## config.mk

```make
export PLATFORM = sky130hd
export DESIGN_NAME = issue_scoreboard
export DESIGN_NICKNAME = d
export VERILOG_FILES = /design/src/rtl/issue_scoreboard_pkg.sv /design/src/rtl/issue_scoreboard_unit_occ_counter.sv /design/src/rtl/issue_scoreboard.sv
export SDC_FILE = /design/constraint.sdc
export NUM_CORES = 1
export LEC_CHECK = 0
export ABC_AREA = 0
export BUFFER_PORTS_ARGS = -buffer_cell sky130_fd_sc_hd__buf_2
export CORE_MARGIN = 1
export CORE_UTILIZATION = 50
export CTS_CLUSTER_DIAMETER = 80
export DETAILED_ROUTE_END_ITERATION = 10
export MAX_ROUTING_LAYER = met4
export PLACE_DENSITY = 0.88
export SLEW_MARGIN = 20
export SYNTH_ARGS = -nofsm -noshare
export SYNTH_HDL_FRONTEND = slang
export SYNTH_SLANG_ARGS = --single-unit
```

## constraint.sdc

```tcl
create_clock -name clk -period 3 [get_ports clk]
set_input_delay 0.15 -clock clk [delete_from_list [all_inputs] [get_ports clk]]
set_output_delay 0.15 -clock clk [all_outputs]
set_load 0.01 [all_outputs]
```

## src/rtl/issue_scoreboard_pkg.sv

```systemverilog
// Shared types for the issue scoreboard: functional-unit encoding, default
// outstanding-operation depths and a register-address decode helper.
package issue_scoreboard_pkg;

  typedef enum logic [2:0] {
    LU_ALU = 3'd0,
    LU_MUL = 3'd1,
    LU_MAC = 3'd2,
    LU_DIV = 3'd3,
    LU_LSU = 3'd4
  } lu_unit_t;

  localparam int DEF_MUL_DEPTH = 3;
  localparam int DEF_MAC_DEPTH = 3;
  localparam int DEF_DIV_DEPTH = 1;
  localparam int DEF_LSU_DEPTH = 1;
  localparam int NUM_LL_UNITS  = 4;

  function automatic logic [31:0] reg_onehot(input logic [4:0] addr);
    reg_onehot = 32'd1 << addr;
  endfunction

endpackage

```

## src/rtl/issue_scoreboard_unit_occ_counter.sv

```systemverilog
// Outstanding-operation counter for one long-latency unit; saturates at zero
// and flags writebacks that arrive with nothing outstanding.
module unit_occ_counter
  import issue_scoreboard_pkg::*;
#(
  parameter int DEPTH = 1
) (
  input  logic clk,
  input  logic rst_n,
  input  logic i_inc,
  input  logic i_dec,
  output logic o_full,
  output logic o_underflow,
  output logic o_busy
);

  localparam int CW = $clog2(DEPTH + 1);

  logic [CW-1:0] r_count;

  // Occupancy: simultaneous issue and writeback cancel out.
  always_ff @(posedge clk or negedge rst_n) begin
    if (!rst_n) begin
      r_count <= '0;
    end else if (i_inc && !i_dec) begin
      r_count <= r_count + CW'(1);
    end else if (!i_inc && i_dec && (r_count != '0)) begin
      r_count <= r_count - CW'(1);
    end else begin
      r_count <= r_count;
    end
  end

  assign o_full      = (r_count == CW'(DEPTH));
  assign o_underflow = i_dec && (r_count == '0);
  assign o_busy      = (r_count != '0);

endmodule

```

## src/rtl/issue_scoreboard.sv

```systemverilog
// Issue-stage scoreboard: tracks registers awaiting long-latency writeback,
// stalls RAW/WAW hazards and full units, and counts in-flight operations.
module issue_scoreboard
  import issue_scoreboard_pkg::*;
#(
  parameter int MUL_DEPTH = DEF_MUL_DEPTH,
  parameter int MAC_DEPTH = DEF_MAC_DEPTH,
  parameter int DIV_DEPTH = DEF_DIV_DEPTH,
  parameter int LSU_DEPTH = DEF_LSU_DEPTH
) (
  input  logic        clk,
  input  logic        rst_n,
  input  logic        issue_valid,
  input  logic [2:0]  issue_unit,
  input  logic [4:0]  issue_rd_addr,
  input  logic        issue_rd,
  input  logic [4:0]  issue_rs1_addr,
  input  logic        issue_rs1,
  input  logic [4:0]  issue_rs2_addr,
  input  logic        issue_rs2,
  input  logic        pipe_flush,
  input  logic        wb_valid,
  input  logic [2:0]  wb_unit,
  input  logic [4:0]  wb_rd_addr,
  output logic        issue_stall,
  output logic        issue_accept,
  output logic [31:0] pending_mask,
  output logic [3:0]  unit_busy,
  output logic        sb_err
);

  logic [31:0] r_pending;
  logic        r_sb_err;
  logic [31:0] w_clr, w_eff, w_set;
  logic [NUM_LL_UNITS-1:0] w_tgt, w_wbu, w_full, w_uf, w_busy;
  logic w_raw, w_waw, w_struct, w_long, w_stall, w_accept;

  // Index u covers MUL, MAC, DIV, LSU, i.e. unit codes 1..4.
  for (genvar u = 0; u < NUM_LL_UNITS; u++) begin : g_unit
    localparam int DEP = (u == 0) ? MUL_DEPTH :
                         (u == 1) ? MAC_DEPTH :
                         (u == 2) ? DIV_DEPTH : LSU_DEPTH;

    assign w_tgt[u] = (issue_unit == 3'(u + 1));
    assign w_wbu[u] = wb_valid && (wb_unit == 3'(u + 1));

    unit_occ_counter #(.DEPTH(DEP)) u_cnt (
      .clk         (clk),
      .rst_n       (rst_n),
      .i_inc       (w_accept && w_tgt[u]),
      .i_dec       (w_wbu[u]),
      .o_full      (w_full[u]),
      .o_underflow (w_uf[u]),
      .o_busy      (w_busy[u])
    );
  end

  // A writeback landing this cycle already satisfies a waiting reader.
  assign w_clr    = wb_valid ? reg_onehot(wb_rd_addr) : 32'd0;
  assign w_eff    = r_pending & ~w_clr;

  assign w_raw    = (issue_rs1 && (issue_rs1_addr != 5'd0) && w_eff[issue_rs1_addr]) ||
                    (issue_rs2 && (issue_rs2_addr != 5'd0) && w_eff[issue_rs2_addr]);
  assign w_waw    = issue_rd && (issue_rd_addr != 5'd0) && w_eff[issue_rd_addr];
  assign w_struct = |(w_tgt & w_full & ~w_wbu);
  assign w_stall  = issue_valid && (w_raw || w_waw || w_struct);
  assign w_accept = issue_valid && !w_stall && !pipe_flush;
  assign w_long   = |w_tgt;
  assign w_set    = (w_accept && w_long && issue_rd && (issue_rd_addr != 5'd0)) ?
                    reg_onehot(issue_rd_addr) : 32'd0;

  // Pending set wins over a clear of the same register; x0 never pends.
  always_ff @(posedge clk or negedge rst_n) begin
    if (!rst_n) begin
      r_pending <= 32'd0;
    end else begin
      r_pending <= ((r_pending & ~w_clr) | w_set) & 32'hFFFF_FFFE;
    end
  end

  // Sticky until reset: any writeback to a unit with nothing outstanding.
  always_ff @(posedge clk or negedge rst_n) begin
    if (!rst_n) begin
      r_sb_err <= 1'b0;
    end else begin
      r_sb_err <= r_sb_err | (|w_uf);
    end
  end

  assign issue_stall  = w_stall;
  assign issue_accept = w_accept;
  assign pending_mask = r_pending;
  assign unit_busy    = w_busy;
  assign sb_err       = r_sb_err;

endmodule
```

==> results.yml <==
detailed_routing:
  totalWireLength_um: 13500
  route.vias.total: 4117
  wire_per_inst_um: 21.9
  drcViolationCount: 0
  drt_first_iter_violations: 423
  post_drt_via_cell_ratio: 6.67
  route.antenna.remaining_nets: 0
  drtPass1Iterations: 6
logic_synthesis:
  synth_async_sr_flop_share_pct: 100
  synth.top_cells.by_area: "sky130_fd_sc_hd__dfrtp_1, sky130_fd_sc_hd__o21ai_0, sky130_fd_sc_hd__mux2i_1"
  ys.flop_type: "sky130_fd_sc_hd__dfrtp_1"
  yosys_register_bits: 38
  nets_in_the_synthesized_netlist: 420
  synth.cell_area_um2: 3260
  synth.yosys.warnings: 0
  post_synth_edffs: 0
  synth_top_cell_area_share_pct: 29.2
  synth_area_per_cell_um2: 8.45
  synthDominantAreaCellType: "sky130_fd_sc_hd__dfrtp_1"
  postSynthCellCount: 386
  synth.lib_cells_used.distinct: 65
  yosysSeqAreaShare_pct: 29.2
timing:
  slew_at_the_pin_with_the_worst_max_slew_slack_ns: 0.901
  setup_repair_after_global_routing_missed_its_margin: "true"
  layout_min_cycle_time_ns: 3.10
  clock-skew-final_ns: 0.00567
  timing.final.max_slew_violations: 0
  timing.final.crit_share_pct: 103
  hold_slack_ns: 0.168
  maxClockFrequency_ghz: 0.323
  layout_setup_ws_ns: -0.0971
  finalSetupViolations: 13
  final_hold_viol_count: 0
  slew_headroom_pct: 39.9
critical_path:
  worst_ep_arrival_time_ns: 3.33
  critical_path.n_buffers_inverters: 1
  criticalPathCategory: "input pin to flop"
  crit_fanout: 8
  crit_path_top_delay_cell: "sky130_fd_sc_hd__or4_4"
  cp_cell_sequence: "buf_2, or4b_4, o21ai_2, o32ai_1, o31ai_2, o2111ai_2, or4_4, or3_4, or4_4, o21ai_2"
  critPathTopFamily: "simple AND/OR/NAND/NOR gates"
  cp_data_required_time_ns: 3.23
  nature_of_the_critical_path_startpoint: "input pin"
  cpPeakStageDelay_ns: 0.62
  end_kind: "flop"
global_routing:
  use_met2_pct: 59.9
  grt_antenna_before_repair: 0
  first_global_vias: 3665
  fraction_of_met1_tracks_used_by_global_routing_pct: 57.0
  grt-busiest-layer: "met2"
  global_router_s_overall_resource_usage_pct: 41.1
  grt.overflow.total: 0
  largest_net_degree_at_the_start_of_global_routing: 39
  grt_first_pass_wirelength_um: 19700
  grtUsageMet3_pct: 7.10
placement:
  io_buf_count: 71
  dp_hpwl_um: 10300
  gp_congestion: 1.09
  postPlaceCellArea_um2: 4340
clock_network:
  cts_buffers: 5
  cts_buffer_depth: 2
  cts_root_buffer: "sky130_fd_sc_hd__clkbuf_8"
  cts.clk_slew.worst_paths_ns: 0.08
  clock_sink_count: 38
  cts_tree: "yes"
  htreeDepth: 2
  worstSkewPairLatency_ns: 0.30
final_layout:
  final_util_pct: 73.5
  layout.cell_area.non_filler_um2: 4640
  syn2layout_area_growth_pct: 42.3
  n_fill_cell: 499
  layout-drive-gt1-share_pct: 45.6
  num-nets-final: 573
  antenna-diode-count: 0
floorplan:
  die_height_um: 82.8
  rows: 29
  initial_core_util_pct: 51.7
  die-area_um2: 6850
  die-width_um: 82.8
  num_io_pins: 73
  core_um2: 6310
pwr:
  worst_ir_drop_on_vdd_v: 0.000291
  cellLeakagePower_nw: 2.13
  power_density_nw_per_um2: 343
min_path:
  worstHoldPathType: "input pin to flop"
outcome:
  violations_in_the_final_reports: "setup timing"
  status: "complete, but fails checks"
job:
  count_of_max_cap_constraint_violations: 0
-- final timing paths --
kind / start / to / slack (ns) / depth (start not counted)
max: wb_rd_addr[4] / pending_mask[15]$_DFF_PN0_ / -0.1 / 10
min: issue_unit[2] / g_unit[3].u_cnt.o_busy$_DFFE_PN0P_ / 0.17 / 3
max reg2reg: pending_mask[12]$_DFF_PN0_ / pending_mask[15]$_DFF_PN0_ / -0.08 / 9
min reg2reg: pending_mask[26]$_DFF_PN0_ / pending_mask[26]$_DFF_PN0_ / 0.52 / 2
max in group asynchronous: rst_n / pending_mask[29]$_DFF_PN0_ / 1.92 / 2
min in group asynchronous: rst_n / pending_mask[12]$_DFF_PN0_ / 0.50 / 2
-- where the power goes --
part	switching, mW	internal (mW)
sequential	0.0442	0.555
combinational	0.326	0.272
clock	0.211	0.185
-- worst register-to-register path: stages (launching register included) --
cell,delay [ns]
sky130_fd_sc_hd__dfrtp_1,0.41
sky130_fd_sc_hd__mux2_4,0.31
sky130_fd_sc_hd__a211oi_2,0.18
sky130_fd_sc_hd__o21ai_1,0.09
sky130_fd_sc_hd__or4bb_4,0.22
sky130_fd_sc_hd__o2111ai_2,0.12
sky130_fd_sc_hd__or4_4,0.51
sky130_fd_sc_hd__or3_4,0.37
sky130_fd_sc_hd__or4_4,0.62
sky130_fd_sc_hd__o21ai_2,0.18
-- what timing repair did --
item,in CTS,in global routing
hold buffers,1,0
setup endpoints to repair,25,36
buffers inserted,3,1
endpoints found under the hold margin,5,0
gates resized for setup,24,27
pin swaps,21,12
-- kinds of logic (layout without fill, tap and decap cells) --
group | count (synthesis) | count (layout) | share of synthesized area, %
xor gates and xnor gates | 7 | 7 | 1.88
AOI/OAI and AO/OA | 144 | 144 | 31.0
other | 1 | 1 | 0.115
and+or+nand+nor | 122 | 122 | 22.1
buffers and inverters | 46 | 200 | 6.52
DFF | 38 | 38 | 29.2
muxes | 28 | 28 | 9.32
-- cells in the final DEF (no fill, tap or decap), drive strengths merged, types with 2 or more instances in the layout --
| cell type | netlist | final |
|---|---|---|
| a311oi | 3 | 3 |
| clkbuf | 18 | 6 |
| or3 | 4 | 4 |
| nand4b | 4 | 4 |
| nand3b | 4 | 4 |
| buf | 14 | 177 |
| and3 | 4 | 4 |
| o41ai | 10 | 10 |
| nor2b | 8 | 8 |
| clkinv | 1 | 2 |
| mux2 | 9 | 9 |
| inv | 13 | 13 |
| nor3 | 15 | 15 |
| nand3 | 8 | 8 |
| nor4 | 2 | 2 |
| nand4 | 4 | 4 |
| nand4bb | 4 | 4 |
| o32ai | 4 | 4 |
| a21oi | 8 | 8 |
| a31o | 2 | 2 |
| o21ai | 66 | 66 |
| or2 | 3 | 3 |
| o311ai | 10 | 10 |
| o31ai | 5 | 5 |
| xnor2 | 4 | 4 |
| nand2b | 8 | 8 |
| and4b | 2 | 2 |
| nand2 | 26 | 26 |
| mux2i | 18 | 18 |
| nor2 | 19 | 19 |
| or4 | 2 | 2 |
| o2111ai | 11 | 11 |
| o211ai | 9 | 9 |
| a211oi | 4 | 4 |
| xor2 | 3 | 3 |
| dfrtp | 38 | 38 |
| a2111oi | 4 | 4 |
-- cell type report --
| type | count | area [um2] | share of cell area [%] |
|---|---|---|---|
| Tap cell | 77 | 96.3 | 2.07 |
| Clock inverter | 2 | 12.5 | 0.269 |
| Sequential cell | 38 | 951 | 20.5 |
| Multi-Input combinational cell | 302 | 2250 | 48.5 |
| Clock buffer | 6 | 82.6 | 1.78 |
| Inverter | 14 | 55.1 | 1.19 |
| Timing Repair Buffer | 178 | 1190 | 25.7 |
-- metrics by stage --
| stage | setup WS, ns | power [mW] | instances | setup TNS [ns] |
|---|---|---|---|---|
| 2_1_floorplan | -0.0646 | 0.891 | 386 | -0.457 |
| 3_3_place_gp | -0.316 | 1.14 | 604 | -6.42 |
| 3_5_place_dp | -0.395 | 1.15 | 604 | -8.80 |
| 4_1_cts | -0.119 | 1.56 | 616 | -0.913 |
| 5_1_grt | -0.156 | 1.65 | 617 | -1.57 |
| 6_report | -0.0971 | 1.59 | 617 | -0.789 |
-- layer usage --
metal  vias to the layer above  routed length [um]
li1                       1802                   -
met1                      1981                5700
met2                       299                5980
met3                        35                1430
met4                         0                 414
met5                         -                   0
-- synthesized netlist by cell type (3+ instances only) --
| cell type | count |
|---|---|
| sky130_fd_sc_hd__mux2i_1 | 18 |
| sky130_fd_sc_hd__o21ai_2 | 12 |
| sky130_fd_sc_hd__o21ai_1 | 17 |
| sky130_fd_sc_hd__nand2b_1 | 8 |
| sky130_fd_sc_hd__o211ai_1 | 9 |
| sky130_fd_sc_hd__clkbuf_1 | 18 |
| sky130_fd_sc_hd__nand4bb_1 | 3 |
| sky130_fd_sc_hd__o32ai_1 | 4 |
| sky130_fd_sc_hd__or3_1 | 3 |
| sky130_fd_sc_hd__o31ai_1 | 4 |
| sky130_fd_sc_hd__a21oi_1 | 8 |
| sky130_fd_sc_hd__o21ai_0 | 37 |
| sky130_fd_sc_hd__nor2b_1 | 8 |
| sky130_fd_sc_hd__buf_4 | 7 |
| sky130_fd_sc_hd__nand2_1 | 26 |
| sky130_fd_sc_hd__o41ai_1 | 10 |
| sky130_fd_sc_hd__xor2_1 | 3 |
| sky130_fd_sc_hd__nand3_1 | 8 |
| sky130_fd_sc_hd__xnor2_1 | 4 |
| sky130_fd_sc_hd__a211oi_1 | 4 |
| sky130_fd_sc_hd__a311oi_1 | 3 |
| sky130_fd_sc_hd__o2111ai_1 | 11 |
| sky130_fd_sc_hd__and3_1 | 4 |
| sky130_fd_sc_hd__nand4_1 | 3 |
| sky130_fd_sc_hd__o311ai_1 | 3 |
| sky130_fd_sc_hd__mux2_2 | 9 |
| sky130_fd_sc_hd__a2111oi_0 | 4 |
| sky130_fd_sc_hd__inv_1 | 13 |
| sky130_fd_sc_hd__buf_2 | 5 |
| sky130_fd_sc_hd__dfrtp_1 | 38 |
| sky130_fd_sc_hd__nor3_1 | 15 |
| sky130_fd_sc_hd__nor2_1 | 19 |
| sky130_fd_sc_hd__nand3b_1 | 4 |
| sky130_fd_sc_hd__o311ai_0 | 7 |
-- registers in the layout (all words and copies together) (netlist names) --
name	count
g_unit.u_cnt.o_busy	2
g_unit.u_cnt.r_count	4
pending_mask	31
sb_err	1
Power figures use the tool's default switching activity.
